$ cat src/rtl/frame_checker_p.sv
// frame_checker_p
//   Checks frames of FRAME_LEN words from the RAM read path against an
//   arithmetic reference sequence (SEED, SEED+STEP, ...). The sequence runs on
//   across frames and is never rewound except by reset. Words are consumed
//   only when i_data_valid is high; gaps are tolerated up to TIMEOUT idle
//   cycles (0 disables the timeout).
//
// Ports
//   i_clk, i_rst      clock, synchronous active-high reset
//   i_start           pulse: begin a new frame (aborts one in progress)
//   i_data_valid      i_data carries a word this cycle
//   i_data            received word
//   o_busy            frame in progress
//   o_checking_done   1-cycle pulse at end of frame (normal or timeout)
//   o_valid_frame     with done: no mismatches and no timeout
//   o_timeout         with done: frame ended by inactivity
//   o_err_count       saturating mismatch count of the last/current frame
//   o_first_err_idx   word index of the first mismatch, all-ones if none
//   o_first_err_data  received word at the first mismatch, 0 if none
//   o_frames_ok       saturating count of passing frames
//   o_frames_bad      saturating count of failing or timed-out frames
module frame_checker_p #(
   parameter int unsigned       DATA_W    = 32,
   parameter int unsigned       FRAME_LEN = 64,
   parameter logic [DATA_W-1:0] SEED      = '0,
   parameter logic [DATA_W-1:0] STEP      = DATA_W'(1),
   parameter int unsigned       ERR_CNT_W = 8,
   parameter int unsigned       TIMEOUT   = 256,
   parameter int unsigned       FRM_CNT_W = 16,
   localparam int unsigned      IDX_W     = $clog2(FRAME_LEN) + 1
) (
   input  logic                 i_clk,
   input  logic                 i_rst,
   input  logic                 i_start,
   input  logic                 i_data_valid,
   input  logic [DATA_W-1:0]    i_data,
   output logic                 o_busy,
   output logic                 o_checking_done,
   output logic                 o_valid_frame,
   output logic                 o_timeout,
   output logic [ERR_CNT_W-1:0] o_err_count,
   output logic [IDX_W-1:0]     o_first_err_idx,
   output logic [DATA_W-1:0]    o_first_err_data,
   output logic [FRM_CNT_W-1:0] o_frames_ok,
   output logic [FRM_CNT_W-1:0] o_frames_bad
);

   localparam int unsigned   IDLE_W    = (TIMEOUT > 0) ? $clog2(TIMEOUT + 1) : 1;
   localparam logic [IDLE_W-1:0] TIMEOUT_V = IDLE_W'(TIMEOUT);
   localparam logic [IDX_W-1:0]  LAST_IDX  = IDX_W'(FRAME_LEN - 1);

   typedef enum logic [1:0] {IDLE, CHECK, DONE} state_t;

   state_t                 state, state_nxt;
   logic [DATA_W-1:0]      expected, expected_nxt;
   logic [IDX_W-1:0]       word_cnt, word_cnt_nxt;
   logic [ERR_CNT_W-1:0]   err_count, err_count_nxt;
   logic [IDX_W-1:0]       first_idx, first_idx_nxt;
   logic [DATA_W-1:0]      first_data, first_data_nxt;
   logic [IDLE_W-1:0]      idle_cnt, idle_cnt_nxt;
   logic                   timed_out, timed_out_nxt;
   logic [FRM_CNT_W-1:0]   frames_ok, frames_ok_nxt;
   logic [FRM_CNT_W-1:0]   frames_bad, frames_bad_nxt;
   logic                   last_word;
   logic                   frame_end;

   always_ff @(posedge i_clk) begin
      if (i_rst) begin
         state      <= IDLE;
         expected   <= SEED;
         word_cnt   <= '0;
         err_count  <= '0;
         first_idx  <= '1;
         first_data <= '0;
         idle_cnt   <= '0;
         timed_out  <= 1'b0;
         frames_ok  <= '0;
         frames_bad <= '0;
      end else begin
         state      <= state_nxt;
         expected   <= expected_nxt;
         word_cnt   <= word_cnt_nxt;
         err_count  <= err_count_nxt;
         first_idx  <= first_idx_nxt;
         first_data <= first_data_nxt;
         idle_cnt   <= idle_cnt_nxt;
         timed_out  <= timed_out_nxt;
         frames_ok  <= frames_ok_nxt;
         frames_bad <= frames_bad_nxt;
      end
   end

   always_comb begin
      state_nxt      = state;
      expected_nxt   = expected;
      word_cnt_nxt   = word_cnt;
      err_count_nxt  = err_count;
      first_idx_nxt  = first_idx;
      first_data_nxt = first_data;
      idle_cnt_nxt   = idle_cnt;
      timed_out_nxt  = timed_out;
      frames_ok_nxt  = frames_ok;
      frames_bad_nxt = frames_bad;
      last_word      = 1'b0;
      frame_end      = 1'b0;

      // i_start opens a fresh frame from any state. The cleared values act as
      // the base for CHECK below, so a word arriving together with a restart
      // is counted as word 0 of the new frame.
      if (i_start) begin
         state_nxt      = CHECK;
         word_cnt_nxt   = '0;
         err_count_nxt  = '0;
         first_idx_nxt  = '1;
         first_data_nxt = '0;
         idle_cnt_nxt   = '0;
         timed_out_nxt  = 1'b0;
      end

      case (state)
         IDLE: ;
         CHECK: begin
            if (i_data_valid) begin
               last_word    = (word_cnt_nxt == LAST_IDX);
               idle_cnt_nxt = '0;
               expected_nxt = expected + STEP;
               if (i_data != expected) begin
                  if (err_count_nxt != '1)
                     err_count_nxt = err_count_nxt + ERR_CNT_W'(1);
                  // first_idx can never legitimately be all-ones, so it doubles
                  // as the "no mismatch yet" marker
                  if (first_idx_nxt == '1) begin
                     first_idx_nxt  = word_cnt_nxt;
                     first_data_nxt = i_data;
                  end
               end
               word_cnt_nxt = word_cnt_nxt + IDX_W'(1);
               frame_end    = last_word;
            end else if (TIMEOUT != 0) begin
               idle_cnt_nxt = idle_cnt_nxt + IDLE_W'(1);
               if (idle_cnt_nxt == TIMEOUT_V) begin
                  timed_out_nxt = 1'b1;
                  frame_end     = 1'b1;
               end
            end
            // tallies are updated on the way into DONE so they already show
            // the new result while the done pulse is high
            if (frame_end) begin
               state_nxt = DONE;
               if (err_count_nxt == '0 && !timed_out_nxt) begin
                  if (frames_ok != '1) frames_ok_nxt = frames_ok + FRM_CNT_W'(1);
               end else begin
                  if (frames_bad != '1) frames_bad_nxt = frames_bad + FRM_CNT_W'(1);
               end
            end
         end
         DONE: begin
            if (!i_start) state_nxt = IDLE;
         end
         default: state_nxt = IDLE;
      endcase
   end

   assign o_busy           = (state == CHECK);
   assign o_checking_done  = (state == DONE);
   assign o_valid_frame    = (state == DONE) && (err_count == '0) && !timed_out;
   assign o_timeout        = (state == DONE) && timed_out;
   assign o_err_count      = err_count;
   assign o_first_err_idx  = first_idx;
   assign o_first_err_data = first_data;
   assign o_frames_ok      = frames_ok;
   assign o_frames_bad     = frames_bad;

endmodule

$ cat config.mk
export PLATFORM = sky130hd
export DESIGN_NAME = frame_checker_p
export DESIGN_NICKNAME = d
export VERILOG_FILES = /design/src/rtl/frame_checker_p.sv
export SDC_FILE = /design/constraint.sdc
export NUM_CORES = 1
export LEC_CHECK = 0
export ABC_AREA = 1
export BUFFER_PORTS_ARGS = -buffer_cell sky130_fd_sc_hd__buf_2
export CORE_MARGIN = 2
export CORE_UTILIZATION = 50
export CTS_BUF_LIST = sky130_fd_sc_hd__clkbuf_2
export DETAILED_ROUTE_END_ITERATION = 12
export PLACE_DENSITY = 0.72
export SKIP_LAST_GASP = 1
export SYNTH_ARGS = -nofsm -noshare
export SYNTH_HDL_FRONTEND = slang
export SYNTH_SLANG_ARGS = --single-unit
$ cat constraint.sdc
create_clock -name i_clk -period 2.9 [get_ports i_clk]
set_input_delay 0.29 -clock i_clk [delete_from_list [all_inputs] [get_ports i_clk]]
set_output_delay 0.29 -clock i_clk [all_outputs]
set_load 0.02 [all_outputs]
Word-level counts from Yosys, hierarchy flattened
Index checks and enable logic that the tools add are counted.
- bitwise logic cells: 1
- reduce and logical (&&, ||, !) cells: 12
- divide/modulo/power cells: 0
- equal/unequal tests: 9
- muxes and demuxes: 34
- $add $sub $neg: 6
- multipliers: 0
- $lt $le $gt $ge: 0
- shift-type cells: 0
- operators with widths (operator ; count):
    $mux W32 ; 5
    $mux W7 ; 8
    $mux W8 ; 6
    $add A16 B1 Y16 const B ; 2
    $add A32 B1 Y32 const B ; 1
    $ne A16 B16 Y1 const B ; 2
    $ne A32 B32 Y1 ; 1
    $mux W9 ; 3
    $logic_not A8 Y1 ; 2
    $add A9 B1 Y9 const B ; 1
    $eq A9 B9 Y1 const B ; 1
    $add A8 B1 Y8 const B ; 1
    $mux W1 ; 8
    $ne A8 B8 Y1 const B ; 1
    $reduce_and A4 Y1 ; 2
    $add A7 B1 Y7 const B ; 1
    $eq A7 B6 Y1 const B ; 1
    $eq A7 B7 Y1 const B ; 1
    $mux W2 ; 3
    $pmux W2 S3 ; 1
    $logic_and A1 B1 Y1 ; 4
    $eq A2 B1 Y1 const B ; 1
    $eq A2 B2 Y1 const B ; 1
    $logic_not A1 Y1 ; 2
    other kinds (3) ; 3
- latch bits: 0
- bits in read-only memories: 0
- input bits: 36
- memories kept: 0
- RAM bits: 0
- flip-flop bits (word level): 130

Longest topological paths before layout
Gate-level depths: netlist of the first run.
- word-level depth: 10
- mapped depth: 24

Worst setup path after synthesis of the first run
OpenSTA, ideal clock, no wires.
- path kind: input -> register
- start: input i_start
- end: register frames_bad[0], in the netlist o_frames_bad[0]
- data arrival time: 2.455 ns
- stages on the path: 24
- data required time: 2.787 ns
- buffers on the path: 3
- setup slack: 0.331 ns
- cell sequence: inv_2 -> buf_6 -> buf_2 -> nand2_1 -> inv_1 -> ha_1 -> nand2_1 -> nor2_4 -> nand2_1 -> nand2_1 -> nand2_1 -> a21oi_2 -> nand3_1 -> o21bai_2 -> inv_2 -> nor2_8 -> inv_2 -> nor2_2 -> buf_4 -> nand2_2 -> inv_2 -> nand2_1 -> nand2_1 -> nor2_1
- cells in the longest elaborated chain, start to end: 10
- RTL lines (what ; line ; text):
    start: declaration ; 34 ; input logic i_start,
    $mux W9 or $mux W8 (tied branches) ; 110 ; if (i_start) begin
    $add A9 B1 Y9 (tied with other cells) ; 140 ; idle_cnt_nxt = idle_cnt_nxt + IDLE_W'(1);
    $eq A9 B9 Y1 or $mux W8 (tied branches) ; 141, 128 ;
    $mux W1 or $mux W8 (tied branches) ; 141, 127 ;
    $mux W1 or $mux W8 (tied branches) ; 123 ; if (i_data_valid) begin
    $mux W1 or $mux W8 (tied branches) ; 120 ; case (state)
    $logic_not A1 Y1 or $logic_not A8 Y1 (tied branches) ; 150 ; if (err_count_nxt == '0 && !timed_out_nxt) begin
    $logic_and A1 B1 Y1 ; 150 ;
    $not A1 Y1 (no line) ; n/a ;
    $reduce_and A4 Y1 (no line) (*) ; n/a ;
    end signal: assignment ; 89 ; frames_bad <= frames_bad_nxt;
    end: declaration ; 63 ; logic [FRM_CNT_W-1:0] frames_bad, frames_bad_nxt;
Mark *: on every way between the ends. The rest lies on a longest branch, timed or not. The select of a mux whose other input is x is not followed.
A chain may end at the register's enable or synchronous reset.

Worst setup path in the final report of the first run
- start: register expected[10]
- end: register frames_bad[13], in the netlist o_frames_bad[13]
- cells in the longest elaborated chain, start to end: 8
- RTL lines (what ; line ; text):
    start: declaration ; 55 ; logic [DATA_W-1:0] expected, expected_nxt;
    start signal: assignment ; 81 ; expected <= expected_nxt;
    $ne A32 B32 Y1 ; 127 ; if (i_data != expected) begin
    $mux W8 ; 127 ;
    $mux W8 ; 123 ;
    $mux W8 ; 120 ;
    $logic_not A8 Y1 ; 150 ;
    $logic_and A1 B1 Y1 ; 150 ;
    $not A1 Y1 (no line) ; n/a ;
    $reduce_and A4 Y1 (no line) ; n/a ;
Every way passes these cells. The select of a mux whose other input is x is not followed.

==> flow_summary.json, run 1 <==
{
  "synth_warnings": 0,
  "reg2reg_depth": 17,
  "ctsHtreeMaxLevel": 4,
  "synthSimpleGateAreaFrac_pct": 35.7,
  "hold_path.class": "in2reg",
  "synth_top_area_share_pct": 36.4,
  "crit_end": "o_frames_bad[13]$_SDFFE_PP0P_",
  "cts_root_buffer": "clkbuf_2",
  "crit_start": "expected[10]$_SDFFE_PP0P_",
  "rsz0062_at_grt": "yes",
  "powerDensity_mw_per_mm2": 432,
  "p_leak_uw": 0.00382,
  "drive_gt1_share_pct": 18.0,
  "final_cell_mix": "251 x nand2_1, 144 x inv_1, 132 x nor2_1",
  "timing.rr.start": "expected[10]$_SDFFE_PP0P_",
  "worstPathMaxFanout": 12,
  "end_kind": "register",
  "vias": 7360,
  "fin_nets": 1290,
  "hold_viol_final": 0,
  "viasPerCell": 5.10,
  "grt_util_all_layers_pct": 24.0,
  "gr-total-overflow": 0,
  "start_kind": "register",
  "cts_tree": "done",
  "fp.dieW_um": 124,
  "clk_latency_ns": 0.72,
  "rows": 43,
  "drc": 0,
  "seq_area_frac_synth_pct": 36.4,
  "worstPathRequired_ns": 3.50,
  "outcome": "finished clean",
  "cts_buffer_depth": 2,
  "die-area_mm2": 0.0153,
  "final_common_cell": "nand2_1",
  "reg2reg_to": "o_frames_bad[13]$_SDFFE_PP0P_",
  "slew_viol_final": 0,
  "crit_type": "reg2reg",
  "synth_top_family_by_area": "simple AND/OR/NAND/NOR gates",
  "coreArea_mm2": 0.0139,
  "yosys.area_share.adder_pct": 1.05,
  "io_pins": 119,
  "r2r_slack_ns": 0.23,
  "drtIter0Drc": 553,
  "wl_per_cell_um": 12.5,
  "initial_utilization_pct": 51.3,
  "worst_pin_slew_ns": 0.654,
  "gp_congestion": 0.903,
  "firstDrtPassIters": 7,
  "ir_drop_uv": 287,
  "synthMuxAreaShare_pct": 0,
  "synth_cell_types": 41,
  "cts.clk_slew.worst_paths_ns": 0.20,
  "routed_wl_um": 18000,
  "grt_pass1_wl_um": 29100,
  "fin_setup_tns_ns": 0,
  "die_h_um": 124,
  "fmax_ghz": 0.375,
  "drv_cap": 0,
  "period_needed_ns": 2.67,
  "synth_compound_area_share_pct": 12.4,
  "netlist_area_mm2": 0.00714,
  "synth_largest_area_cell": "dfxtp_1",
  "grt_max_degree": 70,
  "cp.arrival_ns": 3.27,
  "synth_cells": 1095,
  "synth_xor_xnor_area_share_pct": 3.19,
  "relSlewSlack_pct": 56.2,
  "clock_sinks": 130,
  "hpwl_um": 12600,
  "setup_viol": 0,
  "area_growth_pct": 21.4,
  "numCtsBuffers": 17,
  "syn-num-nets": 1137,
  "antenna_found_initial": 1,
  "grt_pass1_vias": 6347,
  "finalClockSkew_ns": 0.0224,
  "syn_avg_cell_area_um2": 6.52,
  "ant_nets": 0,
  "post-route-period-util_pct": 92.1,
  "yosys-top-cells-area": "dfxtp_1 36%, nand2_1 13%, inv_1 7.7%",
  "ys_seq_elements": 130,
  "io_buffers": 118,
  "hold_slack_ns": 0.424
}
==> cell usage after synthesis, drive strengths merged <==
cell type  number
o211ai          5
xnor2          23
or2             4
nor4           13
nand3          71
clkbuf         23
a211oi          2
o21ai          66
inv           155
o31ai           2
o21bai          1
o221a           1
nor3b           1
dfxtp         130
ha              6
a22oi           1
a31oi           1
buf            20
or4             1
nand4          37
nand2         258
xor2            3
and3            1
nor3           37
nor2          148
o21a            5
a21oi          80
==> repair_timing <==
| action | in CTS | in global routing |
|---|---|---|
| setup buffers | 0 | 2 |
| setup endpoints to repair | 0 | 27 |
| resized for setup | 0 | 14 |
| hold endpoints to repair | 39 | 0 |
| hold buffers | 35 | 0 |
==> routing by layer <==
| metal | GRT usage, % | up-vias | wire, µm |
|---|---|---|---|
| met5 | 0 | - | 0 |
| met4 | 7.81 | 0 | 279 |
| met3 | 4.94 | 27 | 888 |
| met2 | 38.3 | 184 | 8350 |
| met1 | 32.4 | 3312 | 8490 |
| li1 | - | 3837 | - |
==> metrics by stage <==
stage,total power (µW),cells,util [%],worst slack (ns),cell area [µm²]
finish,3740,1442,62.2,0.230,8670
global route,3900,1441,62.2,-0.0356,8670
CTS,3760,1438,61.8,0.179,8610
detailed placement,2320,1372,57.1,0.0328,7950
global placement,2310,1372,57.1,0.137,7950
floorplan,2170,1095,-,0.331,7140
==> worst max-delay path, cell delays in order, from the launching register on <==
cell     delay (ns)
dfxtp_1        0.47
xnor2_1        0.15
nand2_1        0.06
nor2_1         0.08
nand2_1        0.09
nor2_2         0.20
nand2_2        0.20
nand2_1        0.10
nand2_1        0.05
a21oi_1        0.25
nand2_1        0.15
nor2_4         0.18
nand2_2        0.18
buf_12         0.19
nand3_1        0.06
nand2_1        0.05
nand2_1        0.05
nor2_1         0.04
==> layout make-up <==
cell class	count	area, µm²
Fill cell	1361	5260
Multi-Input combinational cell	767	3760
Sequential cell	130	2610
Timing Repair Buffer	177	1180
Inverter	155	584
Tap cell	180	225
Clock inverter	11	210
Clock buffer	20	100
Antenna cell	2	5.00
==> cells by family after synthesis <==
| group | Yosys count |
|---|---|
| DFF | 130 |
| adders and majority gates | 6 |
| buffers and inverters | 198 |
| xor gates and xnor gates | 26 |
| AOI/OAI and AO/OA | 164 |
| and+or+nand+nor | 571 |
==> registers in the layout, summed over array words and instances, names as in the netlist <==
name / flops
expected: 32
o_first_err_data: 32
o_frames_bad: 16
o_frames_ok: 16
idle_cnt: 9
o_err_count: 8
o_first_err_idx: 7
word_cnt: 7
state: 2
timed_out: 1
==> worst min path at each step <==
stage                                    startpoint                         endpoint  slack [ns]  cells past startpoint
CTS                                      i_data[17]  o_first_err_data[17]$_SDFF_PP0_        0.35                      4
global route                             i_data[20]  o_first_err_data[20]$_SDFF_PP0_        0.37                      4
finish                                   i_data[22]  o_first_err_data[22]$_SDFF_PP0_        0.42                      4
global placement    o_first_err_data[16]$_SDFF_PP0_  o_first_err_data[16]$_SDFF_PP0_        0.45                      2
detailed placement   o_first_err_data[7]$_SDFF_PP0_   o_first_err_data[7]$_SDFF_PP0_        0.45                      2
floorplan                 expected[31]$_SDFFE_PP0P_        expected[31]$_SDFFE_PP0P_        0.45                      2
==> where the power goes <==
group	total (µW)	leakage [µW]	internal, µW	switching (µW)
Combinational	470	0.00258	179	291
Clock	1420	0.000182	741	677
Sequential	1860	0.00105	1830	25.9
(Power assumes the default switching activity.)
==> inputs of run 2 (changes only) <==
--- a/config.mk
+++ b/config.mk
@@ -8,5 +8,5 @@
 export ABC_AREA = 1
 export BUFFER_PORTS_ARGS = -buffer_cell sky130_fd_sc_hd__buf_2
-export CORE_MARGIN = 2
+export CORE_MARGIN = 4
 export CORE_UTILIZATION = 50
 export CTS_BUF_LIST = sky130_fd_sc_hd__clkbuf_2
==> constraint.sdc (replaced) <==
create_clock -name i_clk -period 2.9 [get_ports i_clk]
set_input_delay 0.29 -clock i_clk [delete_from_list [all_inputs] [get_ports i_clk]]
set_output_delay 0.29 -clock i_clk [all_outputs]
set_load 0.1 [all_outputs]
==> run 2 against run 1 <==
Against the previous run:
- sequential share of layout area grew 0.53 points
- die area is 6.6% higher
- combinational power rose by 48%
- global-route usage decreased by 2.1 points
- largest cell class unchanged
- routed wire length decreased by 1.1%
- critical endpoint is now o_frames_bad[10]$_SDFFE_PP0P_
- clock-buffer cell count shrank 1
- worst setup slack better by 0.058 ns
- critical path depth grew 2
- total power shrank 8.7%
- first-iteration DRC count down 3.3%
==> flow_summary.json, run 2 (same netlist as run 1, synthesis figures left out) <==
{
  "clk_latency_ns": 0.68,
  "viasPerCell": 5.05,
  "post-route-period-util_pct": 90.1,
  "finalClockSkew_ns": 0.0264,
  "seq_area_mm2": 0.00261,
  "drv_cap": 0,
  "ant_nets": 0,
  "crit_buf_inv": 4,
  "vias": 7272,
  "relSlewSlack_pct": 63.3,
  "grt_max_degree": 59,
  "end_kind": "register",
  "worst_pin_slew_ns": 0.550,
  "die_h_um": 128,
  "gp_congestion": 0.864,
  "cts_root_buffer": "clkbuf_2",
  "worstPathCellList": "dlygate4sd3_1 -> buf_2 -> buf_12 -> nor2_1 -> ha_1 -> nand3_1 -> nor2_1 -> nand3_2 -> nand3_1 -> nand2_1 -> nand2_1 -> nand3_1 -> nor2_4 -> nand2_4 -> buf_12 -> nand3_1 -> nand2_1 -> nand2_1 -> nor2_1",
  "dp.cells": 1374,
  "ir_drop_uv": 321,
  "rsz0062_at_grt": "no",
  "hold_viol_final": 0,
  "clock_power_share_pct": 25.3,
  "worstPathMaxFanout": 23,
  "p_leak_uw": 0.00375,
  "intPower_uw": 2220,
  "rows": 43,
  "fmax_ghz": 0.383,
  "slowest_delay_ns": 0.53,
  "fin_setup_tns_ns": 0,
  "grt_pass1_wl_um": 29700,
  "drive_gt1_share_pct": 18.0,
  "cts_setup_buffers": 0,
  "gr-total-overflow": 0,
  "drtIter0Drc": 535,
  "hpwl_um": 12900,
  "slew_viol_final": 0,
  "pwr-share-comb_pct": 20.3,
  "hold_path.class": "in2reg",
  "setup_viol": 0,
  "numCtsBuffers": 17,
  "initial_utilization_pct": 51.3,
  "multi_input_area_mm2": 0.00377,
  "drc": 0,
  "cts_buffer_depth": 2,
  "area_growth_pct": 19.4,
  "fp.dieW_um": 128,
  "io_buffers": 118,
  "crit_type": "in2reg",
  "wl_per_cell_um": 12.4,
  "worstPathRequired_ns": 3.47,
  "grt_util_all_layers_pct": 21.9,
  "stdcell_count": 1440,
  "coreArea_mm2": 0.0139,
  "outcome": "finished clean",
  "io_pins": 119,
  "grt_pass1_vias": 6640,
  "cts.clk_slew.worst_paths_ns": 0.18,
  "clock_sinks": 130,
  "powerDensity_mw_per_mm2": 401,
  "period_needed_ns": 2.61,
  "cts_tree": "done",
  "routed_wl_um": 17800,
  "firstDrtPassIters": 8,
  "die-area_mm2": 0.0163,
  "start_kind": "input port",
  "p_sw_uw": 1200,
  "pwr-share-seq_pct": 54.4,
  "final_cell_mix": "251 x nand2_1, 144 x inv_1, 132 x nor2_1",
  "critPathTopFamily": "simple AND/OR/NAND/NOR gates",
  "antenna_found_initial": 0,
  "ctsHtreeMaxLevel": 4,
  "fin_nets": 1288,
  "cp.arrival_ns": 3.18,
  "final_common_cell": "nand2_1",
  "cp_slowest_cell": "dlygate4sd3_1",
  "swShare_pct": 35.0,
  "num-fill-cells": 1355
}
[run 2: cell types whose count changed in the layout (fill, tap and decap cells not counted), sizes merged]
cell,change
diode,-1
dlygate4sd3,-2
clkbuf,-1
bufinv,-6
clkinv,+6
clkinvlp,+2
[run 2: layout make-up]
type / instances / share of cell area (%)
Multi-Input combinational cell: 767 / 44.2
Sequential cell: 130 / 30.6
Timing Repair Buffer: 175 / 13.8
Inverter: 155 / 6.82
Tap cell: 180 / 2.64
Clock buffer: 19 / 1.11
Clock inverter: 13 / 0.836
Antenna cell: 1 / 0.0293
[run 2: final timing paths]
kind / from / cells past startpoint / slack [ns] / to
worst min-delay path: i_rst / 4 / 0.12 / o_frames_bad[0]$_SDFFE_PP0P_
worst max register to register: idle_cnt[0]$_SDFF_PP0_ / 21 / 0.31 / o_frames_bad[0]$_SDFFE_PP0P_
worst min register to register: o_first_err_data[10]$_SDFF_PP0_ / 2 / 0.47 / o_first_err_data[10]$_SDFF_PP0_
worst max-delay path: i_start / 19 / 0.29 / o_frames_bad[10]$_SDFFE_PP0P_
[run 2: worst min-delay path: cells and delay by family]
family	cells	cell delay, ns
buffers and inverters	2	0.31
and+or+nand+nor	2	0.17
[run 2: routing by layer]
layer / up-vias / GRT usage, % / share of wire (%)
met5: - / 0 / 0
met4: 0 / 6.12 / 0.81
met3: 14 / 5.56 / 5.6
met2: 181 / 36.0 / 47
met1: 3232 / 28.6 / 46
li1: 3845 / - / -
[run 2: repair_timing]
action,4_1_cts,5_1_grt
gates resized for setup,0,3
hold buffers,32,1
setup endpoints to repair,0,12
endpoints found under the hold margin,32,1
[run 2: per-stage QoR]
stage          instance area [µm²]  hold WS, ns  total power (µW)  util [%]  setup slack [ns]
2_1_floorplan                 7170        0.451              2400         -            0.0490
3_3_place_gp                  8020        0.447              2550      57.5             0.143
3_5_place_dp                  8020        0.451              2550      57.5            0.0638
4_1_cts                       8500      0.00447              3450      61.0             0.190
5_1_grt                       8530       0.0392              3600      61.2            0.0291
6_report                      8530        0.123              3420      61.2             0.288
[run 2: power groups by stage]
stage	logic [µW]	registers, µW	clock network, µW
global placement	651	1890	0
CTS	689	1860	905
detailed placement	656	1900	0
floorplan	244	2150	0
global route	743	1870	987
finish	694	1860	865
